--- src/rtl/am_demod_pkg.sv ---
// Shared types and helpers for the AM envelope demodulator.
// No logic of its own: FSM state encoding, audio rails and the 16-bit saturator.
// No flow control here; users decide when sat16 results are registered.
package am_demod_pkg;

  typedef enum logic [2:0] {
    IDLE,
    ABS,
    MAG,
    DCB,
    OUT
  } state_t;

  localparam logic signed [15:0] AUDIO_MAX = 16'sh7fff;
  localparam logic signed [15:0] AUDIO_MIN = 16'sh8000;

  // Clamp a wide signed value onto the 16-bit audio rails.
  function automatic logic signed [15:0] sat16(input logic signed [31:0] v);
    if (v > 32'(AUDIO_MAX)) begin
      return AUDIO_MAX;
    end
    if (v < 32'(AUDIO_MIN)) begin
      return AUDIO_MIN;
    end
    return v[15:0];
  endfunction

endpackage

--- src/rtl/am_mag_est.sv ---
// Alpha-max-beta-min magnitude estimate of a captured I/Q pair, two register stages.
// Latency: abs_en cycle loads |I|,|Q|; mag_en cycle (next) loads the magnitude.
// No backpressure: stages advance only on the enables driven by the owning FSM.
module am_mag_est
  import am_demod_pkg::*;
#(
  parameter int IN_BITS = 16
) (
  input  logic                      CLK,
  input  logic                      RST,
  input  logic                      abs_en,
  input  logic                      mag_en,
  input  logic signed [IN_BITS-1:0] i_cap,
  input  logic signed [IN_BITS-1:0] q_cap,
  output logic        [IN_BITS-1:0] mag
);

  localparam int MW = IN_BITS + 1;
  localparam logic signed [IN_BITS-1:0] IN_MIN = {1'b1, {(IN_BITS-1){1'b0}}};

  // |x| with the most negative code pinned to the most positive one, so the
  // result always fits in IN_BITS-1 unsigned bits.
  function automatic logic [IN_BITS-2:0] abs_sat(input logic signed [IN_BITS-1:0] x);
    logic signed [IN_BITS-1:0] n;
    if (x == IN_MIN) begin
      return '1;
    end
    n = x[IN_BITS-1] ? -x : x;
    return n[IN_BITS-2:0];
  endfunction

  logic [IN_BITS-2:0] a_q;
  logic [IN_BITS-2:0] b_q;
  logic [IN_BITS-2:0] mx;
  logic [IN_BITS-2:0] mn;
  logic [MW-1:0]      m;
  logic [MW-1:0]      m_q;

  assign mx = (a_q >= b_q) ? a_q : b_q;
  assign mn = (a_q >= b_q) ? b_q : a_q;

  // max*(15/16) + min*(15/32); one extra bit covers the sum of both terms.
  assign m = MW'(mx) - MW'(mx >> 4) + MW'(mn >> 1) - MW'(mn >> 5);

  // Halving keeps the magnitude below 2^(IN_BITS-1), i.e. non-negative as signed.
  assign mag = IN_BITS'(m_q >> 1);

  // Two-stage pipeline: absolute values, then the combined magnitude.
  always_ff @(posedge CLK or posedge RST) begin
    if (RST) begin
      a_q <= '0;
      b_q <= '0;
      m_q <= '0;
    end else begin
      if (abs_en) begin
        a_q <= abs_sat(i_cap);
        b_q <= abs_sat(q_cap);
      end
      if (mag_en) begin
        m_q <= m;
      end
    end
  end

endmodule

--- src/rtl/am_envelope_demod.sv ---
// AM envelope demodulator: |I+jQ| estimate, optional DC blocker (AM_ENVELOPE_DEMOD_DCBLOCK_EN), gain, sat16.
// Latency: in_tick in cycle N -> audio_out/out_tick in cycle N+4, fixed in both builds.
// No backpressure: in_tick during ABS/MAG/DCB drops the sample and pulses overrun next cycle.
module am_envelope_demod
  import am_demod_pkg::*;
#(
  parameter int IN_BITS    = 16,
  parameter int ACC_BITS   = 24,
  parameter int DC_SHIFT   = 8,
  parameter int GAIN_SHIFT = 0
) (
  input  logic                      CLK,
  input  logic                      RST,
  input  logic signed [IN_BITS-1:0] i_in,
  input  logic signed [IN_BITS-1:0] q_in,
  input  logic                      in_tick,
  output logic signed [15:0]        audio_out,
  output logic                      out_tick,
  output logic                      busy,
  output logic                      overrun
);

  state_t state;
  state_t state_nxt;

  logic                       accept;
  logic signed [IN_BITS-1:0]  i_cap;
  logic signed [IN_BITS-1:0]  q_cap;
  logic        [IN_BITS-1:0]  mag;
  logic signed [ACC_BITS-1:0] mag_ext;
  logic signed [ACC_BITS-1:0] y;
  logic signed [31:0]         y_gain;

  // A new pair is only taken while the datapath is free (IDLE) or finishing (OUT).
  assign accept = in_tick && ((state == IDLE) || (state == OUT));

  // State register.
  always_ff @(posedge CLK or posedge RST) begin
    if (RST) begin
      state <= IDLE;
    end else begin
      state <= state_nxt;
    end
  end

  // Next-state and busy decode.
  always_comb begin
    state_nxt = state;
    busy      = 1'b0;
    case (state)
      IDLE: begin
        if (in_tick) begin
          state_nxt = ABS;
        end
      end
      ABS: begin
        busy      = 1'b1;
        state_nxt = MAG;
      end
      MAG: begin
        busy      = 1'b1;
        state_nxt = DCB;
      end
      DCB: begin
        busy      = 1'b1;
        state_nxt = OUT;
      end
      OUT: begin
        state_nxt = in_tick ? ABS : IDLE;
      end
      default: begin
        state_nxt = IDLE;
      end
    endcase
  end

  // I/Q capture on accepted ticks.
  always_ff @(posedge CLK or posedge RST) begin
    if (RST) begin
      i_cap <= '0;
      q_cap <= '0;
    end else if (accept) begin
      i_cap <= i_in;
      q_cap <= q_in;
    end
  end

  am_mag_est #(
    .IN_BITS (IN_BITS)
  ) u_mag_est (
    .CLK    (CLK),
    .RST    (RST),
    .abs_en (state == ABS),
    .mag_en (state == MAG),
    .i_cap  (i_cap),
    .q_cap  (q_cap),
    .mag    (mag)
  );

  assign mag_ext = $signed(ACC_BITS'(mag));

`ifdef AM_ENVELOPE_DEMOD_DCBLOCK_EN
  logic signed [ACC_BITS-1:0] mag_prev;
  logic signed [ACC_BITS-1:0] y_prev;

  // First-order high-pass: differentiate, then leaky-integrate with pole 1-2^-DC_SHIFT.
  assign y = mag_ext - mag_prev + y_prev - (y_prev >>> DC_SHIFT);

  // Filter history advances once per accepted sample, in its DCB cycle.
  always_ff @(posedge CLK or posedge RST) begin
    if (RST) begin
      mag_prev <= '0;
      y_prev   <= '0;
    end else if (state == DCB) begin
      mag_prev <= mag_ext;
      y_prev   <= y;
    end
  end
`else
  // Without the blocker the envelope (including carrier DC) goes straight out.
  assign y = mag_ext;
`endif

  assign y_gain = 32'(y) <<< GAIN_SHIFT;

  // Output register: audio updates leaving DCB so it is valid with out_tick in OUT.
  always_ff @(posedge CLK or posedge RST) begin
    if (RST) begin
      audio_out <= '0;
      out_tick  <= 1'b0;
      overrun   <= 1'b0;
    end else begin
      out_tick <= (state == DCB);
      overrun  <= in_tick && busy;
      if (state == DCB) begin
        audio_out <= sat16(y_gain);
      end
    end
  end

endmodule
--- config.mk ---
export PLATFORM = sky130hd
export DESIGN_NAME = am_envelope_demod
export DESIGN_NICKNAME = d
export VERILOG_FILES = /design/src/rtl/am_demod_pkg.sv /design/src/rtl/am_mag_est.sv /design/src/rtl/am_envelope_demod.sv
export SDC_FILE = /design/constraint.sdc
export NUM_CORES = 1
export LEC_CHECK = 0
export ABC_AREA = 1
export BUFFER_PORTS_ARGS = -buffer_cell sky130_fd_sc_hd__buf_2
export CORE_ASPECT_RATIO = 1.5
export CORE_MARGIN = 2
export CORE_UTILIZATION = 40
export DETAILED_ROUTE_END_ITERATION = 8
export GPL_TIMING_DRIVEN = 0
export RECOVER_POWER = 100
export SETUP_SLACK_MARGIN = 0.5
export SLEW_MARGIN = 20
export SYNTH_ARGS = -nofsm -noshare
export SYNTH_HDL_FRONTEND = slang
export SYNTH_SLANG_ARGS = --single-unit
--- constraint.sdc ---
create_clock -name CLK -period 16 [get_ports CLK]
set_input_delay 1.6 -clock CLK [delete_from_list [all_inputs] [get_ports CLK]]
set_output_delay 1.6 -clock CLK [all_outputs]
set_load 0.1 [all_outputs]
# == Yosys cells after proc, flatten, opt, wreduce, memory -nomap -nowiden ==
# Cells that the tools add are included.
# word_totals
ff_bits,100
input_bits,35
out_inout_bits,19
# classes
add_sub_neg,5
order_cmp,3
n_eq_ne,7
n_mux,25
n_reduce_logical,5
# op_table
operator,count
$mux 15,8
$mux 16,4
$eq 16x16->1 const B,2
$neg 15->15,2
$add 17x14->17,1
$lt 17x16->1 const B,1
$sub 17x10->17,1
$gt 16x15->1 const B,1
$sub 15x11->16,1
$ge 15x15->1,1
$pmux 3 s5,1
$mux 1,11
$eq 3x2->1 const B,2
$eq 3x1->1 const B,1
$eq 3x3->1 const B,1
$logic_not 3->1,1
$mux 3,1
$reduce_or 3->1,1
$logic_and 1x1->1,2
$ne 2x2->1 const B,1
$logic_or 1x1->1,1

# == Longest topological paths before layout ==
# logic_depth
word_depth,7
depth_mapped,41
mapped_depth_nobuf,37

# == Modules after synthesis ==
# From an unflattened synthesis, not the netlist that was laid out.
# hier_totals
hier_cells,985
area_unflattened_um2,7308.3
# by_module_without_submodules
mod,n_inst,cells_each,area_per_inst_um2,seq_area_each_um2
am_mag_est,1,745,5168.7,1151.1
am_envelope_demod,1,240,2139.6,1326.3

# == Worst setup path after synthesis ==
# Ideal clock, no wire load.
# synth_path
path_kind,register to register
from,register u_mag_est.b_q[13]
to,register u_mag_est.m_q[13]
t_arrival_ns,5.106
required_time_ns,15.905
path_slack_ns,10.799
path_stages_with_launch,35
n_path_buf,4
synth_period_minus_slack_ns,5.201
cell_sequence,dfrtp_1 -> inv_1 -> ha_1 -> nand2_2 -> nor2_1 -> nand2_1 -> nor2_2 -> nor2_2 -> nand3_4 -> buf_12 -> buf_12 -> inv_2 -> buf_4 -> buf_2 -> nand2_1 -> o21ai_0 -> inv_1 -> fa_1 -> nand3_1 -> nand2_1 -> a21o_1 -> a21oi_1 -> o21bai_1 -> nand2_1 -> nand2_1 -> nand2_1 -> nand2_1 -> fa_1 -> inv_1 -> ha_1 -> a21oi_1 -> o21ai_0 -> a211oi_1 -> a21oi_1 -> o31ai_1
# synth_via
elab_chain_len,5
elab_cells_between_ends,6
# synth_rtl
item,line_no,source
"start, declared",am_mag_est.sv:33,logic [IN_BITS-2:0] b_q;
"start signal, assigned",am_mag_est.sv:57,b_q <= abs_sat(q_cap);
$ge 15x15->1,"am_mag_est.sv:39, am_mag_est.sv:40",
$mux 15,am_mag_est.sv:39,assign mx = (a_q >= b_q) ? a_q : b_q;
$sub 15x11->16,am_mag_est.sv:43,assign m = MW'(mx) - MW'(mx >> 4) + MW'(mn >> 1) - MW'(mn >> 5);
$add 17x14->17,am_mag_est.sv:43,
$sub 17x10->17 (*),am_mag_est.sv:43,
"end signal, assigned",am_mag_est.sv:60,m_q <= m;
"end, declared",am_mag_est.sv:37,logic [MW-1:0] m_q;
# Mark *: on every way between the ends. The rest lies on a longest branch, timed or not.
# A chain may end at the register's enable or synchronous reset.

# == Worst setup path after layout ==
# layout_path
from,register u_mag_est.b_q[13]
to,register u_mag_est.m_q[15]
# Same word-level chain as after synthesis.

==> impl_metrics.toml <==
[outcome]
status = "finished with violations"
violations = "capacitance limit, slew limit"

[drt]
wl_per_cell_um = 14.4
top_layer_used = "met4"
avgViaCountPerCell = 5.00
m1WireLength_um = 6610
drc = 0
dr_wl_met2_um = 9830
firstDrtPassIters = 6
wl_met3_um = 434
vias = 6103
postRouteAntennaNets = 0
routed_wl_um = 17500
drt-initial-drc-count = 311

[yosys]
synth_ff_type = "dfrtp_1"
synth_top_family_by_area = "simple AND/OR/NAND/NOR gates"
synthAdderAreaFrac_pct = 11.3
synth_edf_count = 0
synth_area_leaders = "dfrtp_1, nand2_1, ha_1"
synth_seq_cells = 99
synth_nets = 1029
yosysSeqAreaShare_pct = 35.2
yosys.area.top_type = "dfrtp_1"
ys_types = 46
synthMuxAreaShare_pct = 0.480
synth-compound-area-share_pct = 14.8
async_reset_ff_share_pct = 100
synthSimpleGateAreaFrac_pct = 23.8
synth_area_um2 = 7040
synth-xor-area-share_pct = 4.35
syn_inst = 937
synth_top_area_share_pct = 35.2
syn_area_per_cell_um2 = 7.52
synth_commonest_cells = "nand2_1, inv_1, dfrtp_1, nor2_1, o21ai_0"
yosysWarnings = 0
synth.most_common_cell = "nand2_1"

[place]
gp_congestion = 0.957
hpwl_um = 14500
port-buffer-count = 53

[grt]
antenna_found_initial = 0
grt_start_max_net_pins = 67
grt_pass1_wl_um = 29200
grt_overflow_total = 0
grt.total_usage_pct = 19.5
grt_pass1_vias = 6093

[critical_path]
cp_slowest_cell = "fa_1"
worstSetupStartpointType = "flop"
regToRegEndpoint = "u_mag_est.m_q[15]"
cp.required_ns = 16.29
crit_top_cell = "nand2_1"
reg2reg_depth = 37
endpoint_kind = "flop"
max_stage_delay_ns = 0.48
arrival_ns = 8.03
critPathKind = "flop to flop"
reg2reg_from = "u_mag_est.b_q[13]"
r2r_slack_ns = 8.26
crit_fanout = 10

[clock_tree]
cts.htree.levels = 3
cts_buffers = 9
cts_root_buffer = "clkbuf_16"
insertion_delay_ns = 0.36
cts_buffer_depth = 2
cts_tree = "done"
postCtsResizedCells = 0
post_cts_buffers = 0
clk_pin_slew_ns = 0.08
cts.sinks = 99
cts_hold_buf = 0

[floorplan]
core.rowCount = 59
io_pins = 54
initial_utilization_pct = 40.8
fp.dieH_um = 167
die_area_um2 = 18700
die_width_um = 112
core_area_um2 = 17300

[timing]
fin_worst_skew_ns = 0.0180
fmax_mhz = 129
timing.final.crit_share_pct = 48.4
tightest_slew_ns = 3.46
setup_violations = 0
rsz0062_at_grt = "false"
tns_ns = 0
drv_slew = 67
finalHoldViolations = 0
fin_crit_ns = 7.74
slew_headroom_pct = -131

[cells_and_area]
antenna_cells = 0
final_net_count = 1094
num-fill-cells = 1870
layout-drive-gt1-share_pct = 9.14
area_delta_synth_final_pct = 10.5

[min_path]
holdPathStages = 2
holdCritStartpoint = "u_mag_est.m_q[10]"
worstHoldEndpoint = "u_mag_est.m_q[10]"
hold_class = "flop to flop"

[job]
drv_cap = 1
-- cells by family after synthesis --
family | count (synthesis)
adder cells (fa/ha/maj) | 57
XOR/XNOR | 35
multiplexers | 3
buffers and inverters | 179
AO/OA/AOI/OAI | 186
AND/OR/NAND/NOR | 378
flip-flops | 99
-- registers in the layout (all words and copies together), names as in the netlist, 3 cells and up --
| signal | count |
|---|---|
| i_cap | 16 |
| u_mag_est.m_q | 16 |
| u_mag_est.a_q | 15 |
| state | 3 |
| audio_out | 16 |
| q_cap | 16 |
| u_mag_est.b_q | 15 |
-- placed cells by master, fill, tap and decap left out, drive strengths merged, types with 3 or more instances in the layout --
master	count
nand2	211
inv	157
dfrtp	99
nor2	91
o21ai	85
a21oi	66
clkbuf	54
ha	46
nand3	45
buf	35
xor2	30
a22oi	18
fa	11
nor3	10
nand4	7
xnor2	5
nand3b	5
or2	4
a211oi	3
mux2	3
a31oi	3
-- per-layer routing --
metal / up-vias / GRT usage, %
met5: - / 0
met4: 0 / 8.01
met3: 30 / 2.22
met2: 117 / 38.6
met1: 2807 / 20.5
li1: 3149 / -
-- worst max path at each step --
stage / startpoint / endpoint / slack (ns) / cells past startpoint
floorplan: u_mag_est.b_q[13] / u_mag_est.m_q[13] / 10.80 / 34
global placement: u_mag_est.b_q[13] / u_mag_est.m_q[15] / 9.44 / 37
detailed placement: u_mag_est.b_q[13] / u_mag_est.m_q[15] / 9.43 / 38
CTS: u_mag_est.b_q[13] / u_mag_est.m_q[15] / 9.40 / 38
global route: u_mag_est.b_q[13] / u_mag_est.m_q[15] / 7.55 / 37
finish: u_mag_est.b_q[13] / u_mag_est.m_q[15] / 8.26 / 37
-- metrics by stage --
stage	hold slack, ns	utilization [%]	cell area [µm²]	worst slack (ns)	std cells
global route	0.519	45.0	7780	7.55	1220
finish	0.476	45.0	7780	8.26	1220
CTS	0.482	45.8	7910	9.40	1220
detailed placement	0.461	44.0	7610	9.43	1204
floorplan	0.444	-	7040	10.80	937
global placement	0.460	43.9	7580	9.44	1203
-- critical path: cells and delay by family (launching register included) --
family,cells,cell delay (ns)
buffers and inverters,8,2.01
flip-flops,1,0.46
AND/OR/NAND/NOR,16,1.86
adder cells (fa/ha/maj),4,1.43
AO/OA/AOI/OAI,8,1.81
XOR/XNOR,1,0.09
-- area by class of cell --
cell class,count,area (µm²),area share [%]
multi-input cells,659,3820,49.1
flip-flops and latches,99,2480,31.8
inverters,153,576,7.40
well taps,213,267,3.42
repair buffers,54,245,3.15
clock buffers,9,225,2.89
plain buffers,26,98.8,1.27
clock inverters,7,75.1,0.965
Power is left out: the tool's default activity adds up to more than one toggle a clock period on the data nets, which glitch-free logic cannot reach.
